File: config.mk
export PLATFORM = sky130hd
export DESIGN_NAME = fetch_ctrl
export DESIGN_NICKNAME = d
export VERILOG_FILES = /design/src/rtl/fetch_ctrl_pkg.sv /design/src/rtl/fetch_ctrl_sat_counter.sv /design/src/rtl/fetch_ctrl.sv
export SDC_FILE = /design/constraint.sdc
export NUM_CORES = 1
export LEC_CHECK = 0
export CAP_MARGIN = 20
export CORE_UTILIZATION = 51
export CTS_CLUSTER_DIAMETER = 50
export CTS_CLUSTER_SIZE = 25
export DETAILED_ROUTE_END_ITERATION = 7
export HOLD_SLACK_MARGIN = 0.08
export PLACE_DENSITY_LB_ADDON = 0.15
export SETUP_SLACK_MARGIN = 0.1
export SLEW_MARGIN = 20
export SYNTH_ARGS = -nofsm -noshare
export SYNTH_HDL_FRONTEND = slang
export SYNTH_HIERARCHICAL = 1
export SYNTH_SLANG_ARGS = --single-unit
File: constraint.sdc
create_clock -name clk -period 5.6 [get_ports clk]
set_clock_uncertainty 0.2 [all_clocks]
set_input_delay 0.56 -clock clk [delete_from_list [all_inputs] [get_ports clk]]
set_output_delay 0.56 -clock clk [all_outputs]
set_load 0.01 [all_outputs]
File: src/rtl/fetch_ctrl_pkg.sv
// Shared fetch-stage definitions: FSM encoding and fixed instruction constants.
package fetch_ctrl_pkg;

    typedef enum logic [1:0] {
        ST_RUN      = 2'd0,
        ST_STALL    = 2'd1,
        ST_REDIRECT = 2'd2
    } fetch_state_e;

    // All-zero word injected into ID when a slot is squashed.
    localparam logic [31:0] NOP_INSTR = 32'h0000_0000;
    // Sequential fetch step (one 32-bit instruction).
    localparam logic [31:0] PC_INC    = 32'd4;

endpackage

File: src/rtl/fetch_ctrl_sat_counter.sv
// Saturating up-counter with synchronous clear and asynchronous reset.
// Clear wins over enable; once all ones, the counter holds.
module fetch_ctrl_sat_counter #(
    parameter int W = 16
) (
    input  logic         clk,
    input  logic         rst,
    input  logic         clr,
    input  logic         en,
    output logic [W-1:0] count
);

    logic [W-1:0] count_q;
    logic [W-1:0] count_d;

    // Next count: clear, increment unless saturated, or hold.
    always_comb begin
        count_d = count_q;
        if (clr) begin
            count_d = '0;
        end else if (en && (count_q != {W{1'b1}})) begin
            count_d = count_q + {{(W-1){1'b0}}, 1'b1};
        end
    end

    // Count register.
    always_ff @(posedge clk or posedge rst) begin
        if (rst) begin
            count_q <= '0;
        end else begin
            count_q <= count_d;
        end
    end

    assign count = count_q;

endmodule

File: src/rtl/fetch_ctrl.sv
// Fetch controller: PC register, IF/ID register, taken-branch squash,
// run/stall/redirect tracking, stall/flush statistics and protocol checks.
module fetch_ctrl
    import fetch_ctrl_pkg::*;
#(
    parameter logic [31:0] PC_RESET  = 32'h0000_0000,
    parameter int          CNT_W     = 16,
    parameter int          MAX_STALL = 3
) (
    input  logic             clk,
    input  logic             rst,
    input  logic             pc_write,
    input  logic             ifid_write,
    input  logic             branch_taken,
    input  logic [31:0]      branch_target,
    input  logic [31:0]      imem_rdata,
    output logic [31:0]      imem_addr,
    output logic [31:0]      ifid_instr,
    output logic [31:0]      ifid_pc4,
    output logic             ifid_valid,
    output logic [1:0]       state,
    output logic [CNT_W-1:0] stall_cnt,
    output logic [CNT_W-1:0] flush_cnt,
    output logic             stall_timeout,
    output logic             protocol_err
);

    // Wide enough to hold MAX_STALL so the run length can saturate there.
    localparam int CONS_W = (MAX_STALL < 2) ? 1 : $clog2(MAX_STALL + 1);
    localparam logic [CONS_W-1:0] TO_THRESH = CONS_W'(MAX_STALL - 1);

    logic [31:0]  pc_q,         pc_d;
    logic [31:0]  ifid_instr_q, ifid_instr_d;
    logic [31:0]  ifid_pc4_q,   ifid_pc4_d;
    logic         ifid_valid_q, ifid_valid_d;
    fetch_state_e state_q,      state_d;
    logic         timeout_q,    timeout_d;
    logic         perr_q,       perr_d;

    logic              squash;
    logic              stalled;
    logic [31:0]       pc_plus4;
    logic [CONS_W-1:0] consec_cnt;

    assign squash   = pc_write & branch_taken;
    assign stalled  = ~pc_write;
    assign pc_plus4 = pc_q + PC_INC;

    // Next PC, IF/ID contents, FSM state and sticky error flags.
    always_comb begin
        pc_d         = pc_q;
        ifid_instr_d = ifid_instr_q;
        ifid_pc4_d   = ifid_pc4_q;
        ifid_valid_d = ifid_valid_q;
        state_d      = ST_RUN;
        timeout_d    = timeout_q;
        perr_d       = perr_q;

        // A stalled PC ignores branch_taken; the hazard unit re-presents it.
        if (squash) begin
            pc_d = branch_target;
        end else if (pc_write) begin
            pc_d = pc_plus4;
        end

        // Squash overrides ifid_write so the wrong-path fetch never reaches ID.
        if (squash) begin
            ifid_instr_d = NOP_INSTR;
            ifid_pc4_d   = pc_plus4;
            ifid_valid_d = 1'b0;
        end else if (ifid_write) begin
            ifid_instr_d = imem_rdata;
            ifid_pc4_d   = pc_plus4;
            ifid_valid_d = 1'b1;
        end

        if (squash) begin
            state_d = ST_REDIRECT;
        end else if (stalled) begin
            state_d = ST_STALL;
        end

        // Advancing PC while IF/ID holds would lose an instruction.
        if (pc_write && !ifid_write) begin
            perr_d = 1'b1;
        end

        // Flag on the stall cycle that brings the run length to MAX_STALL.
        if (stalled && (consec_cnt >= TO_THRESH)) begin
            timeout_d = 1'b1;
        end
    end

    // Pipeline and control registers.
    always_ff @(posedge clk or posedge rst) begin
        if (rst) begin
            pc_q         <= PC_RESET;
            ifid_instr_q <= NOP_INSTR;
            ifid_pc4_q   <= 32'h0;
            ifid_valid_q <= 1'b0;
            state_q      <= ST_RUN;
            timeout_q    <= 1'b0;
            perr_q       <= 1'b0;
        end else begin
            pc_q         <= pc_d;
            ifid_instr_q <= ifid_instr_d;
            ifid_pc4_q   <= ifid_pc4_d;
            ifid_valid_q <= ifid_valid_d;
            state_q      <= state_d;
            timeout_q    <= timeout_d;
            perr_q       <= perr_d;
        end
    end

    fetch_ctrl_sat_counter #(.W(CNT_W)) u_stall_cnt (
        .clk   (clk),
        .rst   (rst),
        .clr   (1'b0),
        .en    (stalled),
        .count (stall_cnt)
    );

    fetch_ctrl_sat_counter #(.W(CNT_W)) u_flush_cnt (
        .clk   (clk),
        .rst   (rst),
        .clr   (1'b0),
        .en    (squash),
        .count (flush_cnt)
    );

    // Length of the current run of stall cycles.
    fetch_ctrl_sat_counter #(.W(CONS_W)) u_consec_cnt (
        .clk   (clk),
        .rst   (rst),
        .clr   (pc_write),
        .en    (stalled),
        .count (consec_cnt)
    );

    assign imem_addr     = pc_q;
    assign ifid_instr    = ifid_instr_q;
    assign ifid_pc4      = ifid_pc4_q;
    assign ifid_valid    = ifid_valid_q;
    assign state         = state_q;
    assign stall_timeout = timeout_q;
    assign protocol_err  = perr_q;

endmodule
==> summary.md <==
| Metric | Value |
|---|---|
| Grt ovf | `0` |
| Die Wd | `120 µm` |
| Avg WL per Cell | `18.6 µm` |
| Area growth syn-to-layout | `38.7%` |
| Final #Nets | `982` |
| HP Class | `input port to async pin` |
| Minimum clock period after layout | `3.52 ns` |
| Main synth FF type | `dfrtp_1` |
| Hold_buf cts | `0` |
| Synth Area in Simple Gates | `0.237` |
| Clk_lat worst skew | `0.42 ns` |
| Slew @ Worst Pin | `1.12 ns` |
| Placed cells | `1066` |
| Asr flop ratio synth | `1.00` |
| Synth Area in XOR/XNOR | `0.0187` |
| RSZ-0062 raised after global routing | `no` |
| Initial antenna violation count | `0` |
| Largest net degree at the start of global routing | `64` |
| Routed vias | `6624` |
| CTS tree | `done` |
| Biggest area consumer among synthesized cells | `dfrtp_1` |
| Num CTS Buffers | `17` |
| H-Tree Depth | `4` |
| Starting density of the core | `0.528` |
| Number of remaining DRC errors | `0` |
| Top cells by area, synth | `dfrtp_1 48%, mux2i_1 5.1%, nor2_1 3.7%` |
| Antenna-violating nets left | `0` |
| Vias in the first global route | `6423` |
| Pint | `2.25 mW` |
| Drt initial violations | `500` |
| Antenna Diode Count | `0` |
| EDFF count, synth | `0` |
| Psw | `0.832 mW` |
| Die area | `14300 µm²` |
| Post-synth top area share | `0.480` |
| Final period util | `0.629` |
| Via density | `6.03` |
| Clock share of power | `0.421` |
| Slew Limit Fails | `0` |
| CORE AREA | `13300 µm²` |
| Startpoint types | `input port` |
| Layout cells sized above 1 | `0.0716` |
| DRT Pass-1 Iters | `5` |
| Flops & latches, synth | `135` |
| Worst-path clk slew | `0.06 ns` |
| Yosys cell types | `63` |
| # rows | `42` |
| WP data arrival | `3.66 ns` |
| Placed wire-length estimate | `13800 µm` |
| Finished Layout Cells | `1098` |
| Leak Pwr | `3.88 nW` |
| PnR worst setup slack | `2.08 ns` |
| I/O pin total | `202` |
| Final Routed Wirelength | `20400 µm` |
| DP Worst Slack | `1.73 ns` |
| CTS root buf | `clkbuf_16` |
| Max Cap Viol | `0` |
| Area of the multi-input gates | `3360 µm²` |
| Compound-cell area share of the yosys netlist | `0.149` |
| Mapped Cells | `735` |
| Synthesis Warnings | `6` |
| Multiplexer share of the synthesized area | `0.0629` |
| CTS max path bufs | `2` |
| CP Capture Type | `register` |
| Sw Share | `0.270` |
| PwrDens | `315 nW/µm²` |
| Type of the worst setup path | `input port to register` |
| Setup TNS | `0 ns` |
| # fillers | `1020` |
| All-Layer GR Usage | `0.293` |
| Count leader, synth | `dfrtp_1` |
| Post-CTS Setup Inserts | `0` |
| Reg power frac | `0.390` |
| Register area share after synthesis | `0.480` |
| Cts repair resizes | `0` |
| Maximum vdd drop | `0.214 mV` |
| Fin. Hold Viols | `0` |
| Status | `finished clean` |
| Worst-path maximum fanout | `63` |
| Main combinational cell family by area after synthesis | `simple AND/OR/NAND/NOR gates` |
| Netlist Area Pre-Place | `7040 µm²` |
| Final Power | `3.08 mW` |
| Reg area | `3380 µm²` |
| WP data required | `5.74 ns` |
| Global-route wire length before repair | `33100 µm` |
| Max Clk Rate | `0.284 GHz` |
| Post-Synth Adder-Cell Area | `0.00711` |
| Slew HR | `0.254` |
| Placer Congestion | `0.871` |
| Synth Area per Inst | `9.58 µm²` |
| Setup violators final | `0` |
| Synth top cells by count | `135 x dfrtp_1, 70 x nor2_1, 58 x nand2_1` |
| IO Port Bufs | `201` |
| Die Y | `120 µm` |
| CTS Sinks | `135` |
| Combinational share of power | `0.189` |
-- routing by layer --
| layer | GRT usage | vias to the layer above | part of all wire |
|---|---|---|---|
| met2 | 0.481 | 278 | 0.49 |
| met3 | 0.0599 | 36 | 0.066 |
| li1 | - | 3065 | - |
| met1 | 0.386 | 3245 | 0.42 |
| met5 | 0 | - | 0 |
| met4 | 0.104 | 0 | 0.020 |
-- worst max-delay path: stages --
cell and delay, ns:
clkdlybuf4s50_1 0.45, buf_4 0.32, inv_1 0.44, nor2_4 0.23, buf_4 0.60, nand3_1 0.13, or4_1 0.44, or3_1 0.32
a21oi_1 0.16
-- cell type report --
cell class | count | share of cell area
Sequential cell | 135 | 0.346
Clock buffer | 18 | 0.0450
Multi-Input combinational cell | 531 | 0.344
Tap cell | 176 | 0.0225
Clock inverter | 14 | 0.0254
Timing Repair Buffer | 207 | 0.210
Inverter | 17 | 0.00679
-- through the flow --
step | util | cell area [µm²] | hold slack (ns)
2_1_floorplan | - | 7050 | 0.101
3_3_place_gp | 0.680 | 9080 | 0.243
3_5_place_dp | 0.680 | 9080 | 0.254
4_1_cts | 0.732 | 9770 | 0.242
5_1_grt | 0.732 | 9770 | 0.264
6_report | 0.732 | 9770 | 0.250
-- kinds of logic after synthesis --
kind of cell / Yosys count
compound gates: 164
xor+xnor: 15
fa+ha+maj: 4
buf+inv: 70
flops: 135
mux: 43
other cells: 1
simple gates: 303
-- cells in the final DEF, fill, tap and decap left out, drive strengths merged, types with 5 or more instances in the layout --
cell type,count
clkinv,5
o21ai,45
nand2b,7
nor2,70
a22oi,17
o311ai,8
nor2b,9
and4,7
nand3,42
dfrtp,135
inv,18
xnor2,10
nor4,10
bufinv,6
clkbuf,18
mux2i,36
or3,20
buf,7
a21oi,35
nand4,24
mux2,7
o211ai,6
xor2,5
clkdlybuf4s50,200
nor3,15
or4,25
a31oi,15
o31ai,17
nand2,58
-- power groups by stage --
stage	logic (mW)	clock network, mW	registers (mW)
after global routing	0.628	1.34	1.22
after global placement	0.567	0	1.21
final	0.581	1.30	1.20
after floorplan	0.244	0	1.22
after CTS	0.584	1.31	1.20
after detailed placement	0.578	0	1.21
-- flip-flops by register name, indices dropped and copies added, names as in the netlist --
register            count
ifid_instr             32
protocol_err            1
u_stall_cnt/count      16
imem_addr              32
ifid_pc4               32
ifid_valid              1
stall_timeout           1
u_consec_cnt/count      2
u_flush_cnt/count      16
state                   2
-- final timing paths --
check | startpoint | to | slack (ns) | cells past startpoint
max | branch_taken | u_flush_cnt/count[12] | 2.08 | 9
max reg2reg | imem_addr[2] | ifid_pc4[22] | 2.80 | 5
max in group asynchronous | rst | ifid_instr[2] | 3.59 | 3
min reg2reg | stall_timeout | stall_timeout | 0.27 | 1
min | rst | u_consec_cnt/count[0] | 0.25 | 2
min in group clk | stall_timeout | stall_timeout | 0.27 | 1
(Power assumes the default switching activity.)
